File: src/rtl/sync_fifo_flex.sv
// Synchronous FIFO with standard (1-cycle read latency) or first-word-fall-through read port.
// Writes are rejected when full unless a read is accepted in the same cycle; reads are rejected when empty. Both set sticky errors.
module sync_fifo_flex #(
  parameter int WIDTH    = 8,
  parameter int DEPTH    = 16,
  parameter int AF_LEVEL = DEPTH - 2,
  parameter int AE_LEVEL = 2,
  parameter int FWFT     = 0
) (
  input  logic                     clk,
  input  logic                     rst,
  input  logic                     wr_en,
  input  logic [WIDTH-1:0]         wr_data,
  input  logic                     rd_en,
  output logic [WIDTH-1:0]         rd_data,
  output logic                     rd_valid,
  output logic                     full,
  output logic                     empty,
  output logic                     almost_full,
  output logic                     almost_empty,
  output logic [$clog2(DEPTH):0]   count,
  output logic                     overflow,
  output logic                     underflow,
  input  logic                     err_clr
);

  localparam int AW = $clog2(DEPTH);
  localparam int CW = AW + 1;

  logic [WIDTH-1:0] mem_q [DEPTH];
  logic [AW-1:0]    wr_ptr_q, wr_ptr_d;
  logic [AW-1:0]    rd_ptr_q, rd_ptr_d;
  logic [CW-1:0]    count_q, count_d;
  logic [WIDTH-1:0] rd_data_q, rd_data_d;
  logic             rd_valid_q, rd_valid_d;
  logic             ovf_q, ovf_d;
  logic             udf_q, udf_d;
  logic             wa, ra;
  logic [31:0]      count_ext;

  assign count_ext    = 32'(count_q);
  assign full         = (count_q == CW'(DEPTH));
  assign empty        = (count_q == '0);
  assign almost_full  = (count_ext >= 32'(AF_LEVEL));
  assign almost_empty = (count_ext <= 32'(AE_LEVEL));

  // A read frees a slot in the same cycle, so a write at full still goes in.
  assign ra = rd_en && !empty;
  assign wa = wr_en && (!full || ra);

  always_comb begin
    wr_ptr_d   = wr_ptr_q;
    rd_ptr_d   = rd_ptr_q;
    count_d    = count_q;
    rd_data_d  = rd_data_q;
    rd_valid_d = ra;
    if (wa) wr_ptr_d = wr_ptr_q + 1'b1;
    if (ra) begin
      rd_ptr_d  = rd_ptr_q + 1'b1;
      rd_data_d = mem_q[rd_ptr_q];
    end
    case ({wa, ra})
      2'b10:   count_d = count_q + 1'b1;
      2'b01:   count_d = count_q - 1'b1;
      default: count_d = count_q;
    endcase
    // A new error in the clearing cycle must survive the clear.
    ovf_d = (ovf_q && !err_clr) || (wr_en && !wa);
    udf_d = (udf_q && !err_clr) || (rd_en && !ra);
  end

  always_ff @(posedge clk) begin
    if (rst) begin
      wr_ptr_q   <= '0;
      rd_ptr_q   <= '0;
      count_q    <= '0;
      rd_data_q  <= '0;
      rd_valid_q <= 1'b0;
      ovf_q      <= 1'b0;
      udf_q      <= 1'b0;
    end else begin
      wr_ptr_q   <= wr_ptr_d;
      rd_ptr_q   <= rd_ptr_d;
      count_q    <= count_d;
      rd_data_q  <= rd_data_d;
      rd_valid_q <= rd_valid_d;
      ovf_q      <= ovf_d;
      udf_q      <= udf_d;
    end
  end

  always_ff @(posedge clk) begin
    if (!rst && wa) mem_q[wr_ptr_q] <= wr_data;
  end

  assign rd_data   = (FWFT != 0) ? (empty ? '0 : mem_q[rd_ptr_q]) : rd_data_q;
  assign rd_valid  = (FWFT != 0) ? !empty : rd_valid_q;
  assign count     = count_q;
  assign overflow  = ovf_q;
  assign underflow = udf_q;

endmodule

File: config.mk
export PLATFORM = sky130hd
export DESIGN_NAME = sync_fifo_flex
export DESIGN_NICKNAME = d
export VERILOG_FILES = /design/src/rtl/sync_fifo_flex.sv
export SDC_FILE = /design/constraint.sdc
export NUM_CORES = 1
export LEC_CHECK = 0
export BUFFER_PORTS_ARGS = -buffer_cell sky130_fd_sc_hd__buf_2
export CORE_MARGIN = 4
export CORE_UTILIZATION = 50
export DETAILED_ROUTE_END_ITERATION = 10
export PLACE_DENSITY = 0.67
export SETUP_SLACK_MARGIN = 0.1
export SLEW_MARGIN = 20
export SYNTH_ARGS = -nofsm -noshare
export SYNTH_HDL_FRONTEND = slang
export SYNTH_SLANG_ARGS = --single-unit
File: constraint.sdc
create_clock -name clk -period 3.2 [get_ports clk]
set_input_delay 0.16 -clock clk [delete_from_list [all_inputs] [get_ports clk]]
set_output_delay 0.16 -clock clk [all_outputs]
set_load 0.05 [all_outputs]
==> summary.md, run 1 <==
| Metric | Value |
|---|---|
| Die X | `119.2 microns` |
| Static leakage | `0.002394 uW` |
| # IOs | `33` |
| Max clock buf depth | `2` |
| Post-Layout Cell Count | `600` |
| Final Hold Fails | `0` |
| Area added between synthesis and finish | `15.68%` |
| Die Y | `~120 microns` |
| CP required | `3.48 ns` |
| Post-DR wirelength/cell | `19.96 microns` |
| Mean cell area of the mapped netlist | `about 16 sq um` |
| Crit path DAT | `2.95 ns` |
| Clk_lat worst skew | `0.42 ns` |
| CP Max Fanout | `8` |
| CTS root buf | `clkbuf_16` |
| Mapped cell area | `6186 sq um` |
| Dominant synthesized flop cell | `edfxtp_1` |
| Layout fillers | `925` |
| Vias in the first global route | `3345` |
| Design Area, Final | `7156 sq um` |
| Critical path class | `flip-flop to flip-flop` |
| Syn Nets | `403` |
| Reg clk slew, reported paths | `0.06 ns` |
| Synth warnings | `0` |
| Power, Total | `5871 uW` |
| Initial DRC Count | `269` |
| EDFF count, synth | `128` |
| Pre-antenna DRT Iters | `5` |
| Power density over the cells | `820.5 nW/um^2` |
| Antenna Cells | `0` |
| Total Wirelength | `11980 microns` |
| CTS Sinks | `152` |
| Initial core utilization | `51.29%` |
| Slew headroom | `37.31%` |
| CP Launch Type | `flip-flop` |
| Core area | `12060 sq um` |
| TritonCTS clock tree | `done` |
| Final setup fails | `0` |
| Die ar. | `14220 sq um` |
| Placed cell count | `568` |
| Setup_tns | `0 ns` |
| Worst setup margin | `0.5338 ns` |
| Critical path endpoint category | `flip-flop` |
| Post-synth ARST share | `0%` |
| Maxcap violations | `0` |
| Pin count of the biggest net entering global routing | `31` |
| Synthesized flop and latch total | `152` |
| Tcrit/Tclk final | `83.32%` |
| Setup repair bufs after CTS | `0` |
| DRT antenna net count | `0` |
| H-tree Lvls | `4` |
| First-pass GRT wire length | `roughly 19000 microns` |
| Placed Instance Area | `between 6000 and 7000 sq um` |
| Row cnt | `40` |
| Cts repair resizes | `0` |
| Synth unique cells | `46` |
| GR Util All Layers | `17.79%` |
| Max rail drop VDD | `0.4648 mV` |
| Sequential element share of the synthesized area | `69.90%` |
| Post-CTS Hold Fix Bufs | `0` |
| Congestion Overflow GR | `0` |
| Synth Instances | `roughly 380` |
| Max Freq | `0.3751 GHz` |
| Dpl ws | `0.5351 ns` |
| Worst-Margin Slew | `0.9369 ns` |
| Drt via density | `about 5.6` |
| GPL Wtd Cong | `0.8342` |
| Net count, final | `441` |
| Run status | `completed` |
| Layout Skew | `0.008592 ns` |
| Initial antenna violation count | `0` |
| Vias | `about 3400` |
| Post-DP HPWL | `approximately 7600 microns` |
| Port bufs | `32` |
| RSZ-0062 raised after global routing | `no` |
| HP Class | `input port to flip-flop` |
| Post-route minimum period | `2.666 ns` |
| Share of cells above drive strength 1 | `22.22%` |
| CTS Buf Count | `17` |
| Final Max Slew Viols | `0` |
| DRC Markers | `0` |
[layout by cell type, fill, tap and decap left out, types with 2 or more instances in the layout]
cell type,count
bufinv_16,2
nand2b_1,6
nand3b_1,2
or3_1,3
buf_2,32
mux2i_1,36
inv_1,5
nor2b_1,6
buf_4,7
inv_6,4
dfxtp_1,23
clkinv_4,2
xnor2_1,4
mux2i_4,2
clkbuf_16,20
nor4_1,9
nand2_1,9
a21oi_1,5
a211oi_1,2
nand3_1,5
edfxtp_1,128
nor2_1,38
a21o_1,2
mux2_4,2
ha_1,8
o22ai_1,16
mux4_2,16
a22o_1,7
nor3_1,8
[routing by layer]
| layer | up-vias | GRT usage [%] | share of wire (%) |
|---|---|---|---|
| met5 | - | 0 | 0 |
| met4 | 0 | 6.807 | 1.3 |
| met3 | 11 | 4.748 | 5.9 |
| met2 | 99 | 27.73 | 49 |
| met1 | 1682 | 24.05 | 44 |
| li1 | 1571 | - | - |
[synth_stat cells, types with 2 or more instances]
cell / n / share of area [%]
xnor2_1: 4 / 0.57
dfxtp_1: 24 / 7.8
edfxtp_1: 128 / 62
mux2i_1: 36 / 5.8
clkbuf_1: 7 / 0.42
a211oi_1: 2 / 0.24
mux2i_4: 2 / 0.73
a21oi_1: 5 / 0.40
nand2b_1: 6 / 0.61
mux2_4: 2 / 0.49
inv_1: 5 / 0.30
nand2_1: 9 / 0.55
nand3b_1: 2 / 0.24
nor2_1: 38 / 2.3
a21o_1: 2 / 0.24
buf_1: 2 / 0.12
nor2b_1: 6 / 0.61
or3_1: 3 / 0.30
ha_1: 8 / 1.6
buf_2: 9 / 0.73
nor4_1: 9 / 0.91
a22o_1: 7 / 0.99
o22ai_1: 16 / 1.6
nor3_1: 8 / 0.65
mux4_2: 16 / 5.8
nand3_1: 5 / 0.40
[area by class of cell]
cell class	count	area, sq um	area share [%]
clock buffers	22	518.0	7.239
clock inverters	10	123.9	1.731
inverters	5	18.77	0.2623
multi-input cells	204	1747	24.41
flip-flops and latches	152	4325	60.45
well taps	168	210.2	2.938
repair buffers	39	212.7	2.973
[registers in the layout (all words and copies together), names as in the netlist]
register   cells
overflow       1
wr_ptr_q       4
mem_q        128
rd_data        8
underflow      1
rd_valid       1
rd_ptr_q       4
count          5
[cell families (layout without fill, tap and decap cells)]
logic type               count (synthesis)  after routing  synth area share (%)
AND/OR/NAND/NOR                         90             90                 7.140
AO/OA/AOI/OAI                           43             43                 5.380
multiplexers                            57             57                 13.05
flip-flops                             152            152                 69.90
XOR/XNOR                                 5              5                0.7079
adder cells (fa/ha/maj)                  9              9                 1.942
buffers and inverters                   25             76                 1.881
[stage by stage]
stage	hold slack [ns]	utilization (%)
3_5_place_dp	0.4487	54.00
6_report	0.01380	59.33
5_1_grt	0.02756	59.33
2_1_floorplan	0.2589	-
4_1_cts	0.0009620	59.33
3_3_place_gp	0.4389	54.00
[where the power goes]
part           internal [uW]  total (uW)  switching [uW]
Sequential              2260        2360             101
Clock                   1320        2100             782
Combinational            460        1410             947
[worst max-delay path: stages (launching register included)]
cell and delay, ns:
dfxtp_1 0.39, or4_4 0.65, o21ai_2 0.16, nor2_1 0.12, fa_1 0.43, a21o_1 0.20
a2111o_1 0.41, o211ai_1 0.09, a31oi_1 0.09
[worst paths after layout]
check,endpoint,depth (start not counted),start,slack (ns)
min,overflow,3,err_clr,0.01
max reg2reg,count[4],8,count[0],0.53
min reg2reg,overflow,2,overflow,0.47
max,count[4],8,count[0],0.53
Power figures use the tool's default switching activity.
==> run 2: changes to the inputs <==
- ABC_AREA: unset -> 1
- PLACE_DENSITY: 0.67 -> 0.7
- clock period: 3.2 -> 2.2 ns (I/O delays scaled with it)
==> run 2 against run 1 <==
  * Setup slack lost 0.32 ns
  * Via count grew 41%
  * Fmax grew 34%
  * First-iteration DRC count grew 28%
  * Final area grew 9.9%
  * Die area grew 8.1%
  * Synthesized cell count grew 78%
  * Non-clock buffer count grew 26
  * Wire length grew 27%
  * Count of clock-buffer cells in the layout grew 1
  * Sequential cell count is the same
  * Hold slack gained 0.028 ns
==> summary.md, run 2 <==
| Metric | Value |
|---|---|
| HP Class | `input port to flip-flop` |
| Post-synth ARST share | `0%` |
| Vias in the first global route | `4619` |
| Net count, final | `754` |
| # IOs | `33` |
| Most frequent cells after synthesis | `nand2_1, edfxtp_1, nand3_1` |
| Critical path endpoint category | `flip-flop` |
| Layout fillers | `1068` |
| Post-route minimum period | `between 1.5 and 2 ns` |
| Slew headroom | `58.69%` |
| Hold path start | `wr_en` |
| Dominant synthesized flop cell | `edfxtp_1` |
| FF-to-FF End | `count[4]` |
| Hold depth | `3` |
| Multi-input gate area | `1889 sq um` |
| Final Hold Fails | `0` |
| Synth warnings | `0` |
| Setup_tns | `0 ns` |
| CP Max Fanout | `6` |
| Final Max Slew Viols | `0` |
| Worst-Margin Slew | `0.6159 ns` |
| R2r startpoint | `count[2]` |
| Initial core utilization | `50.99%` |
| Die ar. | `15370 sq um` |
| GR Util All Layers | `between 20% and 30%` |
| Design Area, Final | `7866 sq um` |
| Buf+Inv Stages, Crit Path | `2` |
| Clk_lat worst skew | `0.42 ns` |
| Critical-path top delay cell | `fa_2` |
| Synth Instances | `677` |
| DRC Markers | `0` |
| Mean cell area of the mapped netlist | `9.934 sq um` |
| Most common cell after layout, fill and taps aside | `nand2_1` |
| Sequential element share of the synthesized area | `roughly 64%` |
| Max FFs per register | `128` |
| Final setup fails | `0` |
| Post-synthesis compound-gate area fraction | `2.660%` |
| Vias | `4734` |
| CP required | `~2.5 ns` |
| Synth unique cells | `30` |
| Synth area leader | `edfxtp_1` |
| Run status | `completed` |
| Pin count of the biggest net entering global routing | `67` |
| Post-DP HPWL | `9475 microns` |
| Power density over the cells | `approximately 1100 nW/um^2` |
| Initial DRC Count | `345` |
| Placed Instance Area | `7129 sq um` |
| Share of the synthesized area in the top cell type | `57.15%` |
| Critical path class | `flip-flop to flip-flop` |
| TritonCTS clock tree | `done` |
| Post-DR wirelength/cell | `16.56 microns` |
| Congestion Overflow GR | `0` |
| Area added between synthesis and finish | `16.97%` |
| Syn Nets | `699` |
| Post-Synth Adder-Cell Area | `under 10%` |
| Most area-consuming cells after synthesis | `edfxtp_1, nand2_1, nand3_1, dfxtp_1, inv_1` |
| Crit path DAT | `2.30 ns` |
| Hold path endpoint | `overflow` |
| CTS Sinks | `152` |
| Die X | `124.0 microns` |
| Maxcap violations | `0` |
| Max clock buf depth | `2` |
| FF+latch area | `4337 sq um` |
| First-pass GRT wire length | `roughly 24000 microns` |
| Total Wirelength | `15250 microns` |
| Power, Total | `8812 uW` |
| Static leakage | `about 0.0034 uW` |
| Port bufs | `32` |
| H-tree Lvls | `4` |
| Post-synthesis simple-gate area fraction | `22.77%` |
| CP max stage delay | `0.41 ns` |
| EDFF count, synth | `128` |
| Largest delay contributor family on the critical path | `simple AND/OR/NAND/NOR gates` |
| Post-Layout Cell Count | `921` |
| Layout Skew | `0.006515 ns` |
| CP Launch Type | `flip-flop` |
| Share of cells above drive strength 1 | `about 16%` |
| Beginning of the critical path | `count[2]` |
| Mapped cell area | `6725 sq um` |
| Main combinational cell family by area after synthesis | `simple AND/OR/NAND/NOR gates` |
| Core area | `13190 sq um` |
| Synth Area in XOR/XNOR | `0.3907%` |
| Max Freq | `between 0.5 and 0.6 GHz` |
| Reg clk slew, reported paths | `0.06 ns` |
| Initial antenna violation count | `0` |
| Antenna Cells | `0` |
| Synthesized flop and latch total | `around 150` |
| RSZ-0062 raised after global routing | `no` |
| Drt via density | `between 5 and 6` |
| Crit-path cells | `nor2_4, nand3_4, nand2_4, inv_2, nand2_2, inv_2, fa_2, nand2_2, nand2_2, a21oi_2, nand2_1, nand2_1, nand3_1, nand2_1, nor2_1` |
| Max rail drop VDD | `0.5469 mV` |
| Most frequent cells in the layout | `nand2_1, edfxtp_1, nand3_1, inv_1, nor2_1` |
| CTS root buf | `clkbuf_16` |
| Tcrit/Tclk final | `90.20%` |
| Most flop-heavy register | `mem_q` |
| Worst reg-to-reg path cell count | `15` |
| DRT antenna net count | `0` |
| Worst reg2reg setup slack | `0.22 ns` |
| Row cnt | `42` |
| GPL Wtd Cong | `0.8066` |
| CTS Buf Count | `17` |
| Die Y | `124.0 microns` |
| Mux cell area share after synthesis | `0%` |
| Pre-antenna DRT Iters | `5` |
| Most instantiated library cell after synthesis | `nand2_1` |
| Placed cell count | `880` |
-- run 2: cell types whose count changed after synthesis, moves of 8 or more --
cell     change
nand2_1    +181
nand3_1     +97
inv_1       +82
mux2i_1     -36
nor2_1      +24
mux4_2      -16
o22ai_1     -16
o21ai_0     +15
nor4_1       -9
nor3_1       -8
-- run 2: cell families (layout without fill, tap and decap cells) --
group,Yosys count,count (layout)
xor gates and xnor gates,3,3
adders and majority gates,9,9
AOI/OAI and AO/OA,30,30
buffers and inverters,122,190
and+or+nand+nor,361,361
DFF,152,152
-- run 2: worst max-delay path by stage --
stage,end,slack [ns],depth (start not counted)
floorplan,count[4],0.18,15
global placement,count[4],0.18,15
detailed placement,count[4],0.12,15
CTS,count[4],0.13,15
global route,count[4],0.07,15
finish,count[4],0.22,15
-- run 2: through the flow --
step                worst slack, ns  utilization [%]  hold slack (ns)
global placement             0.1846            54.05           0.3804
global route                0.07188            59.64          0.03199
detailed placement           0.1158            54.05           0.3964
finish                       0.2156            59.64          0.04228
CTS                          0.1323            58.95         0.002806
floorplan                    0.1837                -           0.2089
-- run 2: layer usage --
layer  GRT usage [%]  vias up  wire [microns]
met4           10.20        0             335
met5               0        -               0
met2           33.32      150            7351
li1                -     2309               -
met3           4.223       27             798
met1           28.57     2248            6769
-- run 2: report_power, final --
group / internal (uW) / switching, uW / total [uW]
logic: 697 / 1650 / 2350
clock network: 2010 / 1070 / 3080
registers: 3270 / 119 / 3390
total: 5970 / 2840 / 8810
-- run 2: worst min-delay path: stages --
cell,delay [ns]
buf_2,0.13
nand3_1,0.09
a21oi_1,0.08
-- run 2: area by class of cell --
type | instances | area share [%]
clock buffers | 23 | 6.203
clock inverters | 9 | 1.845
inverters | 93 | 4.438
multi-input cells | 403 | 24.02
flip-flops and latches | 152 | 55.13
well taps | 176 | 2.799
repair buffers | 65 | 5.567
-- run 2: timing repair --
item | in CTS | in global routing
hold endpoints to repair | 2 | 1
pin swaps | 0 | 5
gates cloned | 0 | 0
setup endpoints to repair | 1 | 1
buffers inserted | 0 | 7
hold buffers | 1 | 1
gates resized for setup | 1 | 8
==> run 3: changes to the inputs <==
- CORE_UTILIZATION: 50 -> 55
- GPL_TIMING_DRIVEN: unset -> 0
- PLACE_DENSITY: 0.7 -> 0.76
==> run 3 against run 2 <==
  * Cell count is 3.0% lower
  * First-iteration DRC count rose by 30%
  * Sequential cell count is the same
  * Fmax decreased by 4.1%
  * Register-to-register slack got worse by 0.08 ns
  * Power is 1.3% lower
  * Critical endpoint unchanged
  * Highest routed layer unchanged
==> summary.md, run 3 (same netlist as run 2, synthesis figures left out) <==
| Metric | Value |
|---|---|
| Run status | `completed` |
| DRC Markers | `0` |
| Reg clk slew, reported paths | `0.06 ns` |
| Static leakage | `0.003310 uW` |
| Most flop-heavy register | `mem_q` |
| Initial core utilization | `between 50% and 60%` |
| Die ar. | `around 14000 sq um` |
| Hold WS | `0.01363 ns` |
| CP required | `2.51 ns` |
| Port bufs | `32` |
| Die X | `118.6 microns` |
| Max FFs per register | `128` |
| Total Wirelength | `15510 microns` |
| Critical path endpoint category | `flip-flop` |
| Pin count of the biggest net entering global routing | `17` |
| CTS root buf | `clkbuf_16` |
| Final setup fails | `0` |
| Net count, final | `755` |
| RSZ-0062 raised after global routing | `yes` |
| CP Max Fanout | `7` |
| Post-Layout Cell Count | `893` |
| Clock power frac | `33.0%` |
| Drt via density | `5.418` |
| Final Core Density | `between 60% and 70%` |
| Congestion Overflow GR | `0` |
| Crit path DAT | `2.38 ns` |
| Slew headroom | `50.22%` |
| CP Launch Type | `flip-flop` |
| H-tree Lvls | `4` |
| Antenna Cells | `0` |
| Maxcap violations | `0` |
| Sw Ratio | `roughly 34%` |
| Critical path class | `flip-flop to flip-flop` |
| Layout fillers | `approximately 900` |
| Placed Instance Area | `about 7000 sq um` |
| Most frequent cells in the layout | `nand2_1, edfxtp_1, nand3_1, inv_1, nor2_1` |
| Vias | `4838` |
| Sequential share of power | `39.1%` |
| Pre-antenna DRT Iters | `5` |
| Tcrit/Tclk final | `94.03%` |
| Logic pwr share | `27.9%` |
| Core area | `12010 sq um` |
| Power, Total | `8694 uW` |
| Net Switching | `2922 uW` |
| First-pass GRT wire length | `23960 microns` |
| # IOs | `33` |
| CTS Buf Count | `17` |
| Max rail drop VDD | `0.7077 mV` |
| Clk_lat worst skew | `0.43 ns` |
| Final Max Slew Viols | `0` |
| Post-DR wirelength/cell | `17.37 microns` |
| Post-DP HPWL | `10530 microns` |
| Most common cell after layout, fill and taps aside | `nand2_1` |
| Max clock buf depth | `2` |
| DRT antenna net count | `0` |
| Initial antenna violation count | `0` |
| CTS Sinks | `152` |
| Post-route minimum period | `2.069 ns` |
| Initial DRC Count | `448` |
| Placed cell count | `856` |
| Max Freq | `between 0.4 and 0.5 GHz` |
| Area added between synthesis and finish | `15.31%` |
| Power density over the cells | `roughly 1100 nW/um^2` |
| Vias in the first global route | `4674` |
| HP Class | `input port to flip-flop` |
| Worst-Margin Slew | `0.7439 ns` |
| Design Area, Final | `7755 sq um` |
| GR Util All Layers | `22.61%` |
| Internal Power | `~5800 uW` |
| Layout Skew | `0.01228 ns` |
| Share of cells above drive strength 1 | `between 15 and 20%` |
| Row cnt | `40` |
| Die Y | `roughly 120 microns` |
| Final Hold Fails | `0` |
| GPL Wtd Cong | `0.9332` |
| TritonCTS clock tree | `done` |
## run 3: changes by cell type in the layout (fill, tap and decap cells not counted), sizes merged
cell	change
buf	-4
clkinvlp	+4
clkinv	+2
bufinv	-1
## run 3: worst max-delay path, cell delays in order, from the launching register on
cell	delay [ns]
dfxtp_2	0.38
nor2_4	0.15
nand3_4	0.10
nand2_4	0.08
inv_2	0.05
nand2_1	0.09
inv_2	0.08
fa_2	0.36
nand2_1	0.09
nand2_1	0.07
a21oi_2	0.17
nand2_1	0.07
nand2_1	0.09
nand3_1	0.08
nand2_1	0.06
nor2_1	0.04
## run 3: power groups by stage
stage               registers, uW  clock network (uW)  logic, uW
floorplan                    3740                   0       1430
global placement             3440                   0       2250
detailed placement           3450                   0       2320
CTS                          3390                2890       2350
global route                 3410                3030       2640
finish                       3400                2870       2420
## run 3: timing repair
action	4_1_cts	5_1_grt
pin swaps	0	4
hold buffers	2	0
endpoints found under the hold margin	2	0
resized for setup	2	12
endpoints found under the setup margin	9	82
buffers inserted	0	3
## run 3: cell type report
| class | count | area (sq um) | area share, % |
|---|---|---|---|
| tap | 147 | 183.9 | 2.372 |
| clock inverter | 14 | 157.7 | 2.033 |
| inverter | 93 | 349.1 | 4.501 |
| buffer | 29 | 195.2 | 2.517 |
| clock buffer | 18 | 429.2 | 5.534 |
| sequential | 152 | 4335 | 55.91 |
| multi-input combinational | 403 | 1902 | 24.52 |
| timing repair buffer | 37 | 202.7 | 2.614 |
## run 3: routing by layer
metal	global-route usage [%]	share of wire [%]
met1	27.29	39
met2	38.29	50
met3	6.794	8.8
met4	8.472	2.7
met5	0	0
## run 3: final timing paths
| path | to | from | cells after the start | slack [ns] |
|---|---|---|---|---|
| worst max-delay path | count[4] | count[0] | 15 | 0.13 |
| worst min-delay path | underflow | rd_en | 3 | 0.01 |
| worst max register to register | count[4] | count[0] | 15 | 0.13 |
| worst min register to register | underflow | underflow | 2 | 0.50 |
## run 3: stage by stage
stage                     setup WS (ns)  TNS [ns]
after floorplan                  0.1837         0
after global placement           0.1405         0
after detailed placement        0.07016         0
after CTS                       0.09504         0
after global routing           -0.01666  -0.01666
final                            0.1313         0
